<file path="src/rtl/serial_subtractor_ctrl_pkg.sv">
// rtl/serial_subtractor_ctrl_pkg.sv - shared state encodings and overflow helper for the serial subtractor
package serial_subtractor_ctrl_pkg;

  localparam logic [1:0] ST_IDLE = 2'd0;
  localparam logic [1:0] ST_RUN  = 2'd1;
  localparam logic [1:0] ST_DONE = 2'd2;

  typedef enum logic [1:0] {
    IDLE = ST_IDLE,
    RUN  = ST_RUN,
    DONE = ST_DONE
  } state_t;

  // Signed overflow of a - b: operands of opposite sign and result sign differs from a.
  function automatic logic sub_ovf(input logic a_msb, input logic b_msb, input logic d_msb);
    return (a_msb != b_msb) && (d_msb != a_msb);
  endfunction

endpackage

</file>
<file path="src/rtl/full_subtractor.sv">
// rtl/full_subtractor.sv - single-bit full subtractor cell computing x - y - bin
module full_subtractor (
  input  logic x,
  input  logic y,
  input  logic bin,
  output logic bout,
  output logic d
);

  assign d    = x ^ y ^ bin;
  assign bout = (~x & y) | (~(x ^ y) & bin);

endmodule

</file>
<file path="src/rtl/serial_subtractor_ctrl.sv">
// rtl/serial_subtractor_ctrl.sv - bit-serial a - b, one bit per cycle LSB first, with IDLE/RUN/DONE control
module serial_subtractor_ctrl #(
  parameter int WIDTH = 8
) (
  input  logic             clk,
  input  logic             rst_n,
  input  logic             start,
  input  logic [WIDTH-1:0] a,
  input  logic [WIDTH-1:0] b,
  output logic             ready,
  output logic             busy,
  output logic             done,
  output logic [WIDTH-1:0] diff,
  output logic             bout,
  output logic             ovf
);
  import serial_subtractor_ctrl_pkg::*;

  localparam int CW = (WIDTH > 1) ? $clog2(WIDTH) : 1;
  localparam logic [CW-1:0] LAST = CW'(WIDTH - 1);

  state_t           state, state_nxt;
  logic [WIDTH-1:0] a_sh, b_sh, res_sh, res_nxt;
  logic             borrow;
  logic [CW-1:0]    cnt;
  logic             a_msb, b_msb;
  logic             cell_d, cell_bout;

  full_subtractor u_cell (
    .x    (a_sh[0]),
    .y    (b_sh[0]),
    .bin  (borrow),
    .bout (cell_bout),
    .d    (cell_d)
  );

  // Result fills from the MSB side so it is aligned after exactly WIDTH shifts.
  assign res_nxt = WIDTH'({cell_d, res_sh} >> 1);

  always_ff @(posedge clk or negedge rst_n) begin
    if (!rst_n) state <= IDLE;
    else        state <= state_nxt;
  end

  always_comb begin
    state_nxt = state;
    ready     = 1'b0;
    busy      = 1'b0;
    done      = 1'b0;
    case (state)
      IDLE: begin
        ready = 1'b1;
        if (start) state_nxt = RUN;
      end
      RUN: begin
        busy = 1'b1;
        if (cnt == LAST) state_nxt = DONE;
      end
      DONE: begin
        done      = 1'b1;
        state_nxt = IDLE;
      end
      default: state_nxt = IDLE;
    endcase
  end

  always_ff @(posedge clk or negedge rst_n) begin
    if (!rst_n) begin
      a_sh   <= '0;
      b_sh   <= '0;
      res_sh <= '0;
      borrow <= 1'b0;
      cnt    <= '0;
      a_msb  <= 1'b0;
      b_msb  <= 1'b0;
      diff   <= '0;
      bout   <= 1'b0;
      ovf    <= 1'b0;
    end else if (state == IDLE && start) begin
      a_sh   <= a;
      b_sh   <= b;
      res_sh <= '0;
      borrow <= 1'b0;
      cnt    <= '0;
      a_msb  <= a[WIDTH-1];
      b_msb  <= b[WIDTH-1];
    end else if (state == RUN) begin
      res_sh <= res_nxt;
      a_sh   <= a_sh >> 1;
      b_sh   <= b_sh >> 1;
      borrow <= cell_bout;
      if (cnt != LAST) begin
        cnt <= cnt + 1'b1;
      end else begin
        diff <= res_nxt;
        bout <= cell_bout;
        ovf  <= sub_ovf(a_msb, b_msb, cell_d);
      end
    end
  end

endmodule
</file>
<file path="config.mk">
export PLATFORM = sky130hd
export DESIGN_NAME = serial_subtractor_ctrl
export DESIGN_NICKNAME = d
export VERILOG_FILES = /design/src/rtl/serial_subtractor_ctrl_pkg.sv /design/src/rtl/full_subtractor.sv /design/src/rtl/serial_subtractor_ctrl.sv
export SDC_FILE = /design/constraint.sdc
export NUM_CORES = 1
export LEC_CHECK = 0
export CORE_UTILIZATION = 51
export CTS_BUF_LIST = sky130_fd_sc_hd__clkbuf_16
export CTS_CLUSTER_DIAMETER = 60
export CTS_CLUSTER_SIZE = 25
export DETAILED_ROUTE_END_ITERATION = 12
export GPL_ROUTABILITY_DRIVEN = 0
export PLACE_DENSITY = 0.83
export SYNTH_ARGS = -nofsm -noshare
export SYNTH_HDL_FRONTEND = slang
export SYNTH_SLANG_ARGS = --single-unit
</file>
<file path="constraint.sdc">
create_clock -name clk -period 1.6 [get_ports clk]
set_input_delay 0.24 -clock clk [delete_from_list [all_inputs] [get_ports clk]]
set_output_delay 0.24 -clock clk [all_outputs]
set_load 0.01 [all_outputs]
</file>
==> metrics.txt <==
switching part of the total=31.5%; P_leak=1.13 nW; Crit path arrival time=1.65 ns; syn_area_per_cell=11.4 um^2; Synthesized Nets=178; Setup crit end kind=flop; H-tree lvl count=2; unrepaired setup endpoints after global routing=false; vias per cell=5.36; synth top area cells=dfrtp_1, nand2_1, a22oi_1; layout cells sized above 1=19.3%; Util after Layout=70.3%; global-route wire length before repair=5.93 mm; Synth Area in Simple Gates=between 10% and 20%; Placement Setup Slack=0.00604 ns; top cells by count, synth=nand2_1, dfrtp_1, a22oi_1; Setup crit start=cnt[0]; initial antenna violation count=0; clock root buffer=clkbuf_16; Seq pwr share=between 30% and 40%; EDFF count, synth=0; Psw=1.46 mW; Area Growth Syn to Fin=31.7%; GRT met1 Usage=between 30% and 40%; Internal=between 3 and 4 mW; Power Total=4.63 mW; Setup WS post-layout=approximately 0.12 ns; status=finished, final reports clean; clock network fraction of total power=27.7%; area of the multi-input gates=687 um^2; total CTS buffers=5; fin crit period=1.48 ns; sequential area share after synthesis=57.6%; Synth top area share=between 50% and 60%; TritonCTS clock tree=yes; global routing usage on met3=7.14%; first-iteration detailed-routing DRC count=61; Distinct cells, synth=26; die width=roughly 61 um; Max-cap violations=0; Hold Path Class=in2async; worst-path fanout max=6; Compound-Gate Fraction of Synth Area=11.8%; fmax=674 MHz; Least-Margin Pin Slew=0.669 ns; Worst-path clk slew=0.06 ns; largest family of logic cells by synthesized area=simple AND/OR/NAND/NOR gates; prevailing post-synth register cell=dfrtp_1; CTS sink count=41; Most Crowded Layer GR=met2; met2 Track Usage GR=33.5%; Die Height=about 60 um; Post-Synth Adder-Cell Area=2.53%; Yosys reg bits=41; via count=1303; Final Cycle Share=92.7%; Ys Warns=0; antenna fix cells=0; CTS Buffer Depth=2; pwr dens=1980 nW/um^2; placed instance area=roughly 2100 um^2; reg2reg start=cnt[0]; number of global-route vias before repair=1203; Synth Cell Area=~1800 um^2; aggregate global routing overflow=0; Setup Fix Bufs, Post-CTS=0; register area=1030 um^2; Comb power frac=34.2%; Worst slew margin=55.4%; Fin Setup TNS=0 ns; CP Class=reg2reg; drt wl/cell=15.5 um; Remaining DRCs=0; Detail Route Antenna Nets=0; xor and xnor area share after synthesis=0.492%; Starting Density=between 50% and 60%; Placement Rows=21; core box area=~3300 um^2; fin area=2350 um^2; Hold Buf Count CTS=0; clk_lat worst skew=0.29 ns; Setup Viol. Count Final=0; full die area=3730 um^2; largest net degree at the start of global routing=42; final wirelength=3.76 mm; Layout fillers=247; CP required=1.77 ns; Gate Count Post-Synth=156; Overall Global Routing Usage=22.8%; cell taking the most area after synthesis=dfrtp_1; DP Wirelength=2.42 mm; Max VDD drop=about 1.0 mV; final hold violations=0; Setup Skew=0.00456 ns; most frequent cell after synthesis=nand2_1; Startpoint Class=flop; Synth async-reset ratio=100%; multiplexer area fraction after synthesis=between 7 and 8%; # nets final=218; Final Max Tran Viols=0; DRT Pass-1 Iters=4; I/O Buffers=31; num ports=32
## sequential cells by signal, indices dropped and copies added, names as in the netlist
signal,flops
state,2
ovf,1
bout,1
res_sh,7
borrow,1
a_msb,1
a_sh,8
diff,8
b_sh,8
b_msb,1
cnt,3
## cell usage in the layout (no fill, tap or decap), types with 3 or more instances in the layout
cell,count
nand2_1,47
buf_4,9
clkdlybuf4s50_1,27
mux2_2,3
inv_1,3
a21oi_1,3
mux2_4,7
clkbuf_16,5
o21ai_0,11
dfrtp_1,40
dlygate4sd2_1,3
a22oi_1,14
## metrics by stage
| stage | hold WS, ns | std cells |
|---|---|---|
| 2_1_floorplan | -0.0556 | 156 |
| 3_5_place_dp | 0.327 | 234 |
| 6_report | 0.00886 | 243 |
| 3_3_place_gp | 0.319 | 234 |
| 4_1_cts | 0.0253 | 242 |
| 5_1_grt | 0.0617 | 243 |
## kinds of logic (layout without fill, tap and decap cells)
group / after synthesis / in the layout
XOR/XNOR: 1 / 1
adder cells (fa/ha/maj): 3 / 3
AND/OR/NAND/NOR: 57 / 58
AO/OA/AOI/OAI: 32 / 32
buffers and inverters: 12 / 52
flip-flops: 41 / 41
multiplexers: 10 / 10
## worst max-delay path, stage by stage, from the launching register on
cell      delay [ns]
dfrtp_1         0.38
ha_1            0.17
ha_2            0.29
nand3b_2        0.20
mux2_4          0.34
## power by group through the flow
stage | sequential [mW] | clock, mW | combinational (mW)
2_1_floorplan | 1.74 | 0 | 1.03
3_3_place_gp | 1.72 | 0 | 1.49
3_5_place_dp | 1.76 | 0 | 1.59
5_1_grt | 1.81 | 1.35 | 1.76
6_report | 1.76 | 1.28 | 1.58
4_1_cts | 1.75 | 1.30 | 1.58
## path summary, 6_finish.rpt
kind	end	slack, ns	cells past startpoint
min reg2reg	b_sh[2]	0.48	2
max	diff[3]	0.12	4
min	diff[2]	0.009	2
min in group clk	b_sh[2]	0.48	2
max in group asynchronous	state[0]	1.21	2
max reg2reg	diff[3]	0.12	4
## metal layers
metal  up-vias  share of wire, %
li1        605                 -
met1       656                43
met2        36                51
met5         -                 0
met4         0               1.9
met3         6               4.6
## cell type report
cell class                 count  area share, %
sequential                    41           43.8
multi-input combinational    104           29.3
timing repair buffer          40           15.7
clock buffer                   5           5.33
clock inverter                 3           2.77
tap                           46           2.45
inverter                       4          0.640
## repair_timing
| item | CTS | global route |
|---|---|---|
| resized for setup | 4 | 1 |
| endpoints found under the setup margin | 3 | 8 |
| cloned | 0 | 1 |
| pin swaps | 0 | 1 |
Power figures use the tool's default switching activity.
